**config.mk**
```make
export PLATFORM = sky130hd
export DESIGN_NAME = branch_resolve_flat
export DESIGN_NICKNAME = d
export VERILOG_FILES = /design/src/rtl/branch_pkg.sv /design/src/rtl/branch_resolve_if.sv /design/src/rtl/branch_skid.sv /design/src/rtl/comparator_eq.sv /design/src/rtl/comparator_lt.sv /design/src/rtl/branch_resolve.sv /design/src/flat_wrapper.sv
export SDC_FILE = /design/constraint.sdc
export NUM_CORES = 1
export LEC_CHECK = 0
export CORE_MARGIN = 10
export CORE_UTILIZATION = 41
export DETAILED_ROUTE_END_ITERATION = 8
export PLACE_DENSITY = 0.75
export SETUP_SLACK_MARGIN = 0.5
export SYNTH_ARGS = -nofsm -noshare
export SYNTH_HDL_FRONTEND = slang
export SYNTH_SLANG_ARGS = --single-unit
```
**constraint.sdc**
```tcl
create_clock -name clk -period 2.35 [get_ports clk]
set_input_delay 0.235 -clock clk [delete_from_list [all_inputs] [get_ports clk]]
set_output_delay 0.235 -clock clk [all_outputs]
set_load 0.05 [all_outputs]
```
**src/rtl/branch_pkg.sv**
```systemverilog
// Shared types for the branch resolution stage: funct3 codes, skid FSM states,
// and the registered result payload.
package branch_pkg;

   localparam int BR_XLEN = 32;

   typedef enum logic [2:0] {
      F3_BEQ  = 3'b000,
      F3_BNE  = 3'b001,
      F3_BLT  = 3'b100,
      F3_BGE  = 3'b101,
      F3_BLTU = 3'b110,
      F3_BGEU = 3'b111
   } branch_funct3_t;

   typedef enum logic [1:0] {
      SK_EMPTY = 2'd0,
      SK_ONE   = 2'd1,
      SK_TWO   = 2'd2
   } skid_state_t;

   typedef struct packed {
      logic               taken;
      logic               mispredict;
      logic               illegal;
      logic [BR_XLEN-1:0] pc;
   } branch_result_t;

endpackage

```
**src/rtl/branch_resolve_if.sv**
```systemverilog
// Upstream and downstream valid/ready channels of the branch resolution stage.
interface branch_resolve_if #(parameter int N = 32);
   logic         in_valid;
   logic         in_ready;
   logic [2:0]   in_funct3;
   logic [N-1:0] in_a;
   logic [N-1:0] in_b;
   logic [N-1:0] in_pc;
   logic         in_pred_taken;
   logic         out_valid;
   logic         out_ready;
   logic         out_taken;
   logic         out_mispredict;
   logic         out_illegal;
   logic [N-1:0] out_pc;

   modport slave (
      input  in_valid, in_funct3, in_a, in_b, in_pc, in_pred_taken, out_ready,
      output in_ready, out_valid, out_taken, out_mispredict, out_illegal, out_pc
   );

   modport master (
      output in_valid, in_funct3, in_a, in_b, in_pc, in_pred_taken, out_ready,
      input  in_ready, out_valid, out_taken, out_mispredict, out_illegal, out_pc
   );
endinterface

```
**src/rtl/branch_skid.sv**
```systemverilog
// Two-entry skid buffer; output always shows the oldest entry (main slot).
//   state    | meaning
//   SK_EMPTY | no entries, out_valid low
//   SK_ONE   | main slot holds one entry
//   SK_TWO   | main and skid slots full, in_ready low
module branch_skid
   import branch_pkg::*;
#(
   parameter int W = 8
) (
   input  logic         clk,
   input  logic         rst,
   input  logic         in_valid,
   output logic         in_ready,
   input  logic [W-1:0] in_data,
   output logic         out_valid,
   input  logic         out_ready,
   output logic [W-1:0] out_data
);
   skid_state_t  state, state_nx;
   logic [W-1:0] main_q, skid_q;
   logic         in_hs, out_hs;
   logic         load_main_in, load_main_skid, load_skid;

   assign in_ready  = (state != SK_TWO);
   assign out_valid = (state != SK_EMPTY);
   assign in_hs     = in_valid & in_ready;
   assign out_hs    = out_valid & out_ready;
   assign out_data  = main_q;

   always_comb begin
      state_nx       = state;
      load_main_in   = 1'b0;
      load_main_skid = 1'b0;
      load_skid      = 1'b0;
      case (state)
         SK_EMPTY: begin
            if (in_hs) begin
               state_nx     = SK_ONE;
               load_main_in = 1'b1;
            end
         end
         SK_ONE: begin
            case ({in_hs, out_hs})
               2'b10: begin
                  state_nx  = SK_TWO;
                  load_skid = 1'b1;
               end
               2'b01: state_nx = SK_EMPTY;
               2'b11: load_main_in = 1'b1;
               default: state_nx = SK_ONE;
            endcase
         end
         SK_TWO: begin
            if (out_hs) begin
               state_nx       = SK_ONE;
               load_main_skid = 1'b1;
            end
         end
         default: state_nx = SK_EMPTY;
      endcase
   end

   always_ff @(posedge clk) begin
      if (rst) begin
         state  <= SK_EMPTY;
         main_q <= '0;
         skid_q <= '0;
      end else begin
         state <= state_nx;
         if (load_main_in)
            main_q <= in_data;
         else if (load_main_skid)
            main_q <= skid_q;
         if (load_skid)
            skid_q <= in_data;
      end
   end
endmodule

```
**src/rtl/comparator_eq.sv**
```systemverilog
// Operand equality comparator.
module comparator_eq #(parameter int N = 32) (
   input  logic [N-1:0] a,
   input  logic [N-1:0] b,
   output logic         eq
);
   assign eq = (a == b);
endmodule

```
**src/rtl/comparator_lt.sv**
```systemverilog
// Signed less-than comparator; unsigned compares reuse it with MSBs inverted.
module comparator_lt #(parameter int N = 32) (
   input  logic [N-1:0] a,
   input  logic [N-1:0] b,
   output logic         lt
);
   assign lt = ($signed(a) < $signed(b));
endmodule

```
**src/rtl/branch_resolve.sv**
```systemverilog
// Branch condition evaluation feeding a two-entry skid buffer.
// Optional BRANCH_RESOLVE_STATS_EN adds a saturating mispredict counter.
module branch_resolve
   import branch_pkg::*;
#(
   parameter int N = 32
) (
   input  logic              clk,
   input  logic              rst,
   branch_resolve_if.slave   bus
`ifdef BRANCH_RESOLVE_STATS_EN
   ,
   output logic [31:0]       mispredict_count
`endif
);
   logic           eq, lt, ltu, taken, illegal;
   logic [N-1:0]   a_u, b_u;
   branch_result_t res_in, res_out;

   // Inverting both MSBs maps unsigned order onto signed order.
   assign a_u = {~bus.in_a[N-1], bus.in_a[N-2:0]};
   assign b_u = {~bus.in_b[N-1], bus.in_b[N-2:0]};

   comparator_eq #(.N(N)) u_eq  (.a(bus.in_a), .b(bus.in_b), .eq(eq));
   comparator_lt #(.N(N)) u_lt  (.a(bus.in_a), .b(bus.in_b), .lt(lt));
   comparator_lt #(.N(N)) u_ltu (.a(a_u),      .b(b_u),      .lt(ltu));

   always_comb begin
      taken   = 1'b0;
      illegal = 1'b0;
      case (bus.in_funct3)
         F3_BEQ:  taken = eq;
         F3_BNE:  taken = ~eq;
         F3_BLT:  taken = lt;
         F3_BGE:  taken = ~lt;
         F3_BLTU: taken = ltu;
         F3_BGEU: taken = ~ltu;
         default: illegal = 1'b1;
      endcase
   end

   always_comb begin
      res_in.taken      = taken;
      res_in.mispredict = ~illegal & (taken ^ bus.in_pred_taken);
      res_in.illegal    = illegal;
      res_in.pc         = BR_XLEN'(bus.in_pc);
   end

   branch_skid #(.W($bits(branch_result_t))) u_skid (
      .clk       (clk),
      .rst       (rst),
      .in_valid  (bus.in_valid),
      .in_ready  (bus.in_ready),
      .in_data   (res_in),
      .out_valid (bus.out_valid),
      .out_ready (bus.out_ready),
      .out_data  (res_out)
   );

   assign bus.out_taken      = res_out.taken;
   assign bus.out_mispredict = res_out.mispredict;
   assign bus.out_illegal    = res_out.illegal;
   assign bus.out_pc         = N'(res_out.pc);

`ifdef BRANCH_RESOLVE_STATS_EN
   always_ff @(posedge clk) begin
      if (rst)
         mispredict_count <= '0;
      else if (bus.out_valid && bus.out_ready && bus.out_mispredict &&
               (mispredict_count != 32'hFFFF_FFFF))
         mispredict_count <= mispredict_count + 32'd1;
   end
`endif
endmodule

```
**src/flat_wrapper.sv**
```systemverilog
// flat-port wrapper written by rule: the top's interface ports become plain ports
module branch_resolve_flat import branch_pkg::*;
#(
   parameter int N = 32
)
  (clk, rst, bus_in_valid, bus_in_funct3, bus_in_a, bus_in_b, bus_in_pc, bus_in_pred_taken, bus_out_ready, bus_in_ready, bus_out_valid, bus_out_taken, bus_out_mispredict, bus_out_illegal, bus_out_pc);
  branch_resolve_if #(.N(N)) bus_i ();
  input  logic clk;
  input  logic rst;
  input wire logic [$bits(bus_i.in_valid)-1:0] bus_in_valid;
  input wire logic [$bits(bus_i.in_funct3)-1:0] bus_in_funct3;
  input wire logic [$bits(bus_i.in_a)-1:0] bus_in_a;
  input wire logic [$bits(bus_i.in_b)-1:0] bus_in_b;
  input wire logic [$bits(bus_i.in_pc)-1:0] bus_in_pc;
  input wire logic [$bits(bus_i.in_pred_taken)-1:0] bus_in_pred_taken;
  input wire logic [$bits(bus_i.out_ready)-1:0] bus_out_ready;
  output wire logic [$bits(bus_i.in_ready)-1:0] bus_in_ready;
  output wire logic [$bits(bus_i.out_valid)-1:0] bus_out_valid;
  output wire logic [$bits(bus_i.out_taken)-1:0] bus_out_taken;
  output wire logic [$bits(bus_i.out_mispredict)-1:0] bus_out_mispredict;
  output wire logic [$bits(bus_i.out_illegal)-1:0] bus_out_illegal;
  output wire logic [$bits(bus_i.out_pc)-1:0] bus_out_pc;
  assign bus_i.in_valid = bus_in_valid;
  assign bus_i.in_funct3 = bus_in_funct3;
  assign bus_i.in_a = bus_in_a;
  assign bus_i.in_b = bus_in_b;
  assign bus_i.in_pc = bus_in_pc;
  assign bus_i.in_pred_taken = bus_in_pred_taken;
  assign bus_i.out_ready = bus_out_ready;
  assign bus_in_ready = bus_i.in_ready;
  assign bus_out_valid = bus_i.out_valid;
  assign bus_out_taken = bus_i.out_taken;
  assign bus_out_mispredict = bus_i.out_mispredict;
  assign bus_out_illegal = bus_i.out_illegal;
  assign bus_out_pc = bus_i.out_pc;
  branch_resolve #(.N(N)) u_core (.clk(clk), .rst(rst), .bus(bus_i));
endmodule
```
==> run_results.csv, run 1 <==
group,metric,value,unit
run_status,outcome,"finished clean",
sta,hold_viol,0,
setup_path,r2r_cells,9,
route,final_antenna_net_count,0,
layout,seq_area,1450,sq um
sta,max_slew_margin,0.616,
place,gp_congestion,0.869,
global_routing,antenna_found_initial,1,
synth,synthCells,488,
cts,clock_path_buffers,2,
power,switching_share,0.338,
layout,fillers,747,
cts,clk_latency,340,ps
route,vias,4040,
power,p_clk_frac,0.274,
cts,cts_sinks,72,
place,place.detailed.hpwl,9170,um
floorplan,die_h,118,um
synth,synthDistinctLibCells,41,
place,place_inst,749,
sta,tns,0,ps
sta,tightestPinTransition,574,ps
min_path,hold_start,"rst",
global_routing,grt_pass1_wl,21100,um
cts,numCtsBuffers,9,
synth,synth_warnings,0,
setup_path,startpoint,"bus_in_a[28]",
cts,path_clk_slew,70,ps
power,pwr_density_cell,547,nW/um^2
route,wirelength,13200,um
synth,avgSynthCellArea,8.10,sq um
layout,area_growth,62.9,%
route,drt_first_iter_violations,213,
layout,stdcell_area,6430,sq um
synth,synth_top_family_by_area,"compound AO/OA/AOI/OAI gates",
setup_path,crit_type,"in -> reg",
min_path,holdPathStages,2,
global_routing,grt-ovfl-total,0,
floorplan,die-width,118,um
power,p_switching,1.19,mW
setup_path,crit-reg2reg-launch,"u_core.u_skid.state[1]$_SDFFE_PP0P_",
synth,synth-simple-area-share,0.176,
cts,cts_tree,"yes",
synth,synthAdderAreaFrac,0.114,
sta,period_needed,2320,ps
sta,setup_violations,0,
synth,async_flop_share,0,
floorplan,initial_core_util,0.424,
sta,finClkSkew,10.1,ps
synth,syn_area,3950,sq um
place,placedInstanceArea,5710,sq um
global_routing,grt_pass1_vias,4259,
setup_path,crit_required,2570,ps
setup_path,arrival,2540,ps
power,leakage,2.83,nW
setup_path,cp_slowest_cell,"clkdlybuf4s50_1",
floorplan,core_area,9330,sq um
layout,drive_above_1_share,0.279,
floorplan,die_area,14000,sq um
job,cap_violations,0,
cts,hold_buffers,0,
synth,syn_nets,628,
min_path,min_path_type,"in -> reg",
global_routing,grt_start_max_net_pins,38,
route,avgViaCountPerCell,5.15,
power,p_comb_frac,0.338,
setup_path,rrSetupSlack,550,ps
route,routedWlPerCell,16.9,um
setup_path,worst-path-max-fanout,3,
synth,ys_ff_latch,72,
setup_path,cp-end-kind,"flip-flop",
layout,layout_commonest_cell,"nand2_1",
sta,rsz0062_at_grt,"true",
synth,synth_mux_area_frac,0.100,
synth,synthXorXnorAreaFrac,0.00443,
floorplan,rows,35,
synth,synthFlopType,"dfxtp_1",
layout,final_cell_mix,"nand2_1 (77), clkdlybuf4s50_1 (74), dfxtp_1 (70)",
layout,final_nets,790,
setup_path,critPathMostFrequentCell,"buf_4",
sta,hold_ws,285,ps
floorplan,ios,141,
min_path,hold_end,"u_core.u_skid.skid_q[32]$_SDFFE_PP0P_",
sta,fin_crit_sh,0.989,
place,io_buffers,140,
sta,final_max_slew_viol_count,0,
route,route.detailed.drc,0,
setup_path,cp_cell_sequence,"clkdlybuf4s50_1, ha_1, nand4_1, nor4_2, o31a_1, buf_4, o41ai_4, buf_4, and2_4, o31ai_4, o31ai_1",
setup_path,cp_slowest_stage_delay,400,ps
route,first_pass_iters,4,
synth,synth_edf_count,0,
synth,synth-compound-area-share,0.176,
global_routing,grt_usage,0.179,
power,p_total,3.52,mW
cts,clockRootBuffer,"clkbuf_8",
layout,instances_no_fill,785,
layout,multi_input_area,2820,sq um
setup_path,critPathLaunchType,"primary input",
setup_path,r2r_end,"u_core.u_skid.out_data[20]$_SDFFE_PP0P_",
synth,ys_seq_area_frac,0.365,
sta,timing.fmax,0.430,GHz
power,p_int,2.33,mW
power,irDropWorstVdd,0.000252,V
power,p_seq_frac,0.388,
cts,htree_levels,3,
[logic make-up (layout without fill, tap and decap cells)]
family	after synthesis	count (layout)
AND/OR/NAND/NOR	161	161
AO/OA/AOI/OAI	110	112
flip-flops	72	72
buffers and inverters	68	233
multiplexers	39	39
adder cells (fa/ha/maj)	36	36
XOR/XNOR	2	2
other	0	1
[metrics by stage]
step | utilization | worst slack [ps]
after global placement | 0.613 | -682
after CTS | 0.672 | 54.4
after global routing | 0.690 | -60.5
after floorplan | - | 97.3
after detailed placement | 0.613 | -735
final | 0.690 | 26.0
[sequential cells by signal (all words and copies together), names as in the netlist]
| name | count |
|---|---|
| u_core.u_skid.state | 2 |
| u_core.u_skid.out_data | 35 |
| u_core.u_skid.skid_q | 35 |
[worst max path at each step]
stage	to	slack, ps	depth (start not counted)
6_report	u_core.u_skid.out_data[33]$_SDFFE_PP0P_	30	11
2_1_floorplan	u_core.u_skid.skid_q[34]$_SDFFE_PP0P_	100	10
4_1_cts	u_core.u_skid.skid_q[34]$_SDFFE_PP0P_	50	11
3_3_place_gp	u_core.u_skid.skid_q[34]$_SDFFE_PP0P_	-680	11
3_5_place_dp	u_core.u_skid.skid_q[34]$_SDFFE_PP0P_	-730	11
5_1_grt	u_core.u_skid.skid_q[34]$_SDFFE_PP0P_	-60	14
[critical path: cells and delay by family]
kind	cells	cell delay [ps]
buffers and inverters	3	700
AND/OR/NAND/NOR	3	680
adder cells (fa/ha/maj)	1	280
AO/OA/AOI/OAI	4	640
[metal layers]
metal / global-route usage / vias up / part of all wire / wire length, um
met5: 0 / - / 0 / 0
met4: 0.0587 / 0 / 0.016 / 208
met3: 0.0695 / 17 / 0.075 / 992
met2: 0.290 / 134 / 0.48 / 6330
met1: 0.212 / 1880 / 0.43 / 5700
li1: - / 2009 / - / -
[power by group through the flow]
stage	clock (mW)	combinational, mW	sequential [mW]
floorplan	0	0.395	1.60
global placement	0	1.02	1.39
detailed placement	0	1.04	1.40
CTS	0.986	1.13	1.37
global route	1.04	1.28	1.38
finish	0.965	1.19	1.37
[cell usage after synthesis (2+ instances only)]
master	n	area share
nand2_1	80	0.076
dfxtp_1	72	0.36
a21oi_1	51	0.065
nor2_1	46	0.044
inv_1	39	0.037
mux2i_1	37	0.094
ha_1	36	0.11
a211oi_1	35	0.066
clkbuf_1	24	0.023
nand4_1	7	0.011
o21ai_0	5	0.0063
buf_1	4	0.0038
nand3_1	4	0.0051
nor3_1	4	0.0051
o21ai_1	4	0.0051
a21o_1	3	0.0057
and2_1	3	0.0048
nand2b_1	3	0.0048
nand3b_1	3	0.0057
nor2b_1	3	0.0048
o31ai_1	3	0.0057
a21boi_0	2	0.0038
nor4_1	2	0.0032
[layout make-up]
class | instances | area share
Antenna cell | 1 | 0.000389
Clock inverter | 7 | 0.0113
Inverter | 39 | 0.0262
Multi-Input combinational cell | 350 | 0.438
Timing Repair Buffer | 178 | 0.254
Clock buffer | 9 | 0.0192
Tap cell | 129 | 0.0251
Sequential cell | 72 | 0.225
[what timing repair did]
item,CTS,global route
setup buffers,11,3
resized for setup,200,34
hold endpoints to repair,0,0
setup endpoints to repair,63,50
gates cloned,4,1
pin swaps,59,13
No activity file was read; power rests on OpenSTA's default activity.
==> run 2: changes to the inputs <==
- CORE_MARGIN: 10 -> not set
- CORE_UTILIZATION: 41 -> 30
- PLACE_DENSITY: 0.75 -> 0.55
- clock period: 2.35 -> 2.7 ns (I/O delays scaled with it)
==> run_results.csv, run 2 (synthesis gave the netlist of run 1 again) <==
group,metric,value,unit
power,p_switching,1.01,mW
layout,fillers,1272,
route,first_pass_iters,4,
sta,timing.fmax,0.442,GHz
power,pwr_density_cell,528,nW/um^2
sta,setup_violations,0,
cts,clk_latency,330,ps
route,avgViaCountPerCell,4.79,
setup_path,cp-end-kind,"flip-flop",
setup_path,crit_required,2880,ps
power,irDropWorstVdd,0.000300,V
floorplan,die-width,117,um
floorplan,initial_core_util,0.311,
cts,clock_path_buffers,2,
layout,area_growth,60.0,%
sta,tightestPinTransition,711,ps
power,leakage,2.74,nW
sta,finClkSkew,2.33,ps
place,placedInstanceArea,5720,sq um
setup_path,worst-path-max-fanout,3,
setup_path,crit_type,"in -> reg",
job,cap_violations,0,
cts,htree_levels,3,
sta,max_slew_margin,0.526,
place,io_buffers,140,
layout,final_nets,776,
power,p_clk_frac,0.356,
global_routing,antenna_found_initial,0,
cts,cts_tree,"yes",
power,switching_share,0.302,
power,p_int,2.33,mW
sta,rsz0062_at_grt,"true",
global_routing,grt_pass1_vias,3893,
layout,drive_above_1_share,0.225,
power,p_comb_frac,0.288,
layout,instances_no_fill,813,
layout,layout_commonest_cell,"nand2_1",
route,vias,3891,
min_path,min_path_type,"reg -> reg",
global_routing,grt-ovfl-total,0,
sta,hold_viol,0,
sta,fin_crit_sh,0.839,
setup_path,rrSetupSlack,700,ps
place,place_inst,787,
floorplan,ios,141,
run_status,outcome,"finished clean",
route,route.detailed.drc,0,
layout,stdcell_area,6320,sq um
floorplan,rows,41,
cts,clockRootBuffer,"clkbuf_16",
floorplan,die_h,117,um
route,routedWlPerCell,14.2,um
floorplan,core_area,12700,sq um
place,gp_congestion,0.836,
cts,numCtsBuffers,9,
route,wirelength,11500,um
global_routing,grt_pass1_wl,18100,um
floorplan,die_area,13600,sq um
cts,path_clk_slew,50,ps
layout,n_antenna_cell,0,
cts,cts_sinks,72,
sta,period_needed,2260,ps
setup_path,arrival,2450,ps
power,p_seq_frac,0.357,
layout,final_cell_mix,"nand2_1 (79), clkdlybuf4s50_1 (75), dfxtp_1 (71)",
sta,final_max_slew_viol_count,0,
global_routing,grt_usage,0.168,
global_routing,grt_start_max_net_pins,43,
route,drt_first_iter_violations,212,
setup_path,critPathLaunchType,"primary input",
route,final_antenna_net_count,0,
place,place.detailed.hpwl,8170,um
run 2: cell count changes in the layout (fill, tap and decap cells not counted), moves of 3 or more:
cell            change
a211oi_2           -13
buf_4               -5
clkbuf_16           +9
buf_2               -3
buf_6               -4
clkbuf_8            -7
dlymetal6s2s_1      -4
dlygate4sd2_1       +3
a211oi_1           +12
run 2: final timing paths:
path | startpoint | endpoint | cells past startpoint
min | u_core.u_skid.skid_q[21]$_SDFFE_PP0P_ | u_core.u_skid.skid_q[21]$_SDFFE_PP0P_ | 2
max reg2reg | u_core.u_skid.state[0]$_SDFFE_PP0P_ | u_core.u_skid.out_data[3]$_SDFFE_PP0P_ | 9
min reg2reg | u_core.u_skid.skid_q[21]$_SDFFE_PP0P_ | u_core.u_skid.skid_q[21]$_SDFFE_PP0P_ | 2
max | bus_in_b[8] | u_core.u_skid.out_data[33]$_SDFFE_PP0P_ | 13
run 2: area by class of cell:
class                      count  area, sq um  area share
multi-input combinational    350         2700       0.427
inverter                      39          169      0.0267
clock inverter                 3         40.0     0.00633
tap                          172          215      0.0340
sequential                    72         1440       0.228
clock buffer                  13          260      0.0412
timing repair buffer         164         1490       0.236
run 2: worst max-delay path, cell delays in order:
cell and delay [ps]:
buf_2 90, inv_2 40, ha_4 240, nand4_1 120
or4_4 560, a21oi_2 120, o31a_1 170, buf_4 130
o41ai_4 60, buf_4 150, and2_4 160, o31ai_4 240
o31ai_1 90
run 2: metrics by stage:
| step | worst slack, ps | hold slack (ps) | total power, mW | util | setup TNS [ps] |
|---|---|---|---|---|---|
| final | 436 | 450 | 3.34 | 0.497 | 0 |
| after global routing | 351 | 472 | 3.50 | 0.497 | 0 |
| after CTS | 415 | 454 | 3.33 | 0.487 | 0 |
| after detailed placement | -393 | 446 | 2.11 | 0.449 | -1480 |
| after global placement | -345 | 441 | 2.09 | 0.449 | -1240 |
| after floorplan | 412 | 406 | 1.72 | - | 0 |
run 2: repair_timing:
action                                  4_1_cts  5_1_grt
buffers inserted                              4        4
pin swaps                                    53       15
hold buffers                                  0        0
cloned                                        0        2
gates resized for setup                     185       23
endpoints found under the setup margin       28       26
run 2: per-layer routing:
metal | GRT usage | part of all wire
met4 | 0.0532 | 0.0094
met2 | 0.291 | 0.47
met5 | 0 | 0
met3 | 0.0535 | 0.081
met1 | 0.197 | 0.44
run 2: power by group through the flow:
stage / clock network [mW] / logic, mW / registers, mW
floorplan: 0 / 0.331 / 1.39
global placement: 0 / 0.881 / 1.21
detailed placement: 0 / 0.897 / 1.21
CTS: 1.21 / 0.931 / 1.19
global route: 1.25 / 1.04 / 1.20
finish: 1.19 / 0.961 / 1.19
==> run 3: changes to the inputs <==
- PLACE_DENSITY: 0.55 -> 0.57
- clock period: 2.7 -> 1.9 ns (I/O delays scaled with it)
==> run_results.csv, run 3 (synthesis gave the netlist of run 1 again) <==
group,metric,value,unit
sta,setup_violations,4,
power,p_comb_frac,0.344,
cts,clockRootBuffer,"clkbuf_16",
sta,timing.fmax,0.440,GHz
route,avgViaCountPerCell,5.05,
setup_path,cp-end-kind,"flip-flop",
power,leakage,3.45,nW
sta,tns,-1220,ps
run_status,violations,"negative setup slack",
route,vias,4328,
route,first_pass_iters,4,
setup_path,worst-path-max-fanout,3,
floorplan,initial_core_util,0.311,
route,routedWlPerCell,16.7,um
global_routing,grt_pass1_vias,4418,
route,route.detailed.drc,0,
layout,final_cell_mix,"dfxtp_1 (70), clkdlybuf4s50_1 (45), nand2_1 (43)",
floorplan,die_area,13600,sq um
setup_path,arrival,2510,ps
power,irDropWorstVdd,0.000398,V
run_status,outcome,"complete, but fails checks",
route,final_antenna_net_count,0,
sta,period_needed,2270,ps
layout,n_antenna_cell,0,
sta,rsz0062_at_grt,"true",
sta,tightestPinTransition,524,ps
job,cap_violations,0,
floorplan,core_area,12700,sq um
cts,hold_buffers,0,
floorplan,ios,141,
global_routing,grt_pass1_wl,22100,um
setup_path,crit_required,2140,ps
sta,max_slew_margin,0.651,
route,wirelength,14300,um
layout,instances_no_fill,857,
place,io_buffers,140,
place,place_inst,799,
cts,clk_latency,330,ps
floorplan,rows,41,
layout,drive_above_1_share,0.485,
power,switching_share,0.320,
sta,fin_crit_sh,1.20,
cts,numCtsBuffers,9,
min_path,min_path_type,"in -> reg",
floorplan,die-width,117,um
sta,final_max_slew_viol_count,0,
global_routing,grt-ovfl-total,0,
cts,htree_levels,3,
global_routing,antenna_found_initial,0,
power,p_int,3.62,mW
route,drt_first_iter_violations,157,
global_routing,grt_start_max_net_pins,36,
layout,area_growth,94.0,%
cts,clock_path_buffers,2,
place,place.detailed.hpwl,8140,um
global_routing,grt_usage,0.212,
setup_path,critPathLaunchType,"primary input",
layout,layout_commonest_cell,"dfxtp_1",
layout,final_nets,820,
sta,hold_viol,0,
power,pwr_density_cell,694,nW/um^2
floorplan,die_h,117,um
power,p_switching,1.70,mW
sta,finClkSkew,6.95,ps
cts,cts_sinks,72,
place,gp_congestion,0.813,
cts,cts_tree,"yes",
cts,path_clk_slew,60,ps
power,p_clk_frac,0.338,
power,p_total,5.32,mW
power,p_seq_frac,0.318,
setup_path,crit_type,"in -> reg",
sta,finalWorstSetupSlack,-372,ps
## run 3: worst paths after layout
kind                                                           start                                    end  slack (ps)  cells after the start
worst max-delay path                                     bus_in_a[3]  u_core.u_skid.skid_q[34]$_SDFFE_PP0P_        -370                      9
worst min-delay path                                             rst   u_core.u_skid.skid_q[3]$_SDFFE_PP0P_         280                      2
worst max register to register   u_core.u_skid.state[1]$_SDFFE_PP0P_   u_core.u_skid.skid_q[4]$_SDFFE_PP0P_         130                     10
worst min register to register  u_core.u_skid.skid_q[2]$_SDFFE_PP0P_   u_core.u_skid.skid_q[2]$_SDFFE_PP0P_         470                      2
## run 3: layout make-up
cell class	count	area, sq um
Clock buffer	12	278
Clock inverter	4	48.8
Fill cell	1119	5060
Inverter	39	164
Multi-Input combinational cell	349	3400
Sequential cell	72	1450
Tap cell	172	215
Timing Repair Buffer	209	2110
## run 3: what timing repair did
| action | in CTS | in global routing |
|---|---|---|
| gates resized for setup | 364 | 107 |
| setup endpoints to repair | 109 | 103 |
| cloned | 11 | 1 |
| pin swaps | 65 | 23 |
| buffers inserted | 22 | 8 |
## run 3: power groups by stage
stage | sequential [mW] | clock [mW] | combinational [mW]
floorplan | 1.98 | 0 | 0.536
global placement | 1.72 | 0 | 1.31
detailed placement | 1.72 | 0 | 1.32
CTS | 1.69 | 1.83 | 1.71
global route | 1.70 | 1.89 | 1.96
finish | 1.69 | 1.80 | 1.83
## run 3: per-layer routing
metal | GRT usage | wire length, um | part of all wire
met1 | 0.235 | 5710 | 0.40
met2 | 0.386 | 7340 | 0.51
met3 | 0.0524 | 1000 | 0.070
met4 | 0.0819 | 256 | 0.018
met5 | 0 | 0 | 0
## run 3: through the flow
stage	cell area [sq um]	utilization	setup WS, ps	hold WS (ps)
after floorplan	4260	-	-308	326
after global placement	5910	0.465	-1070	441
after detailed placement	5910	0.465	-1170	446
after CTS	7370	0.579	-352	260
after global routing	7670	0.603	-506	289
final	7670	0.603	-372	276
## run 3: critical path, cell delays in order
cell and delay (ps):
clkdlybuf4s50_1 520, ha_4 230, a21oi_2 150, a21oi_2 70, o31a_1 290, nor3_4 240
mux2i_1 260, mux2_4 330, a311oi_2 230
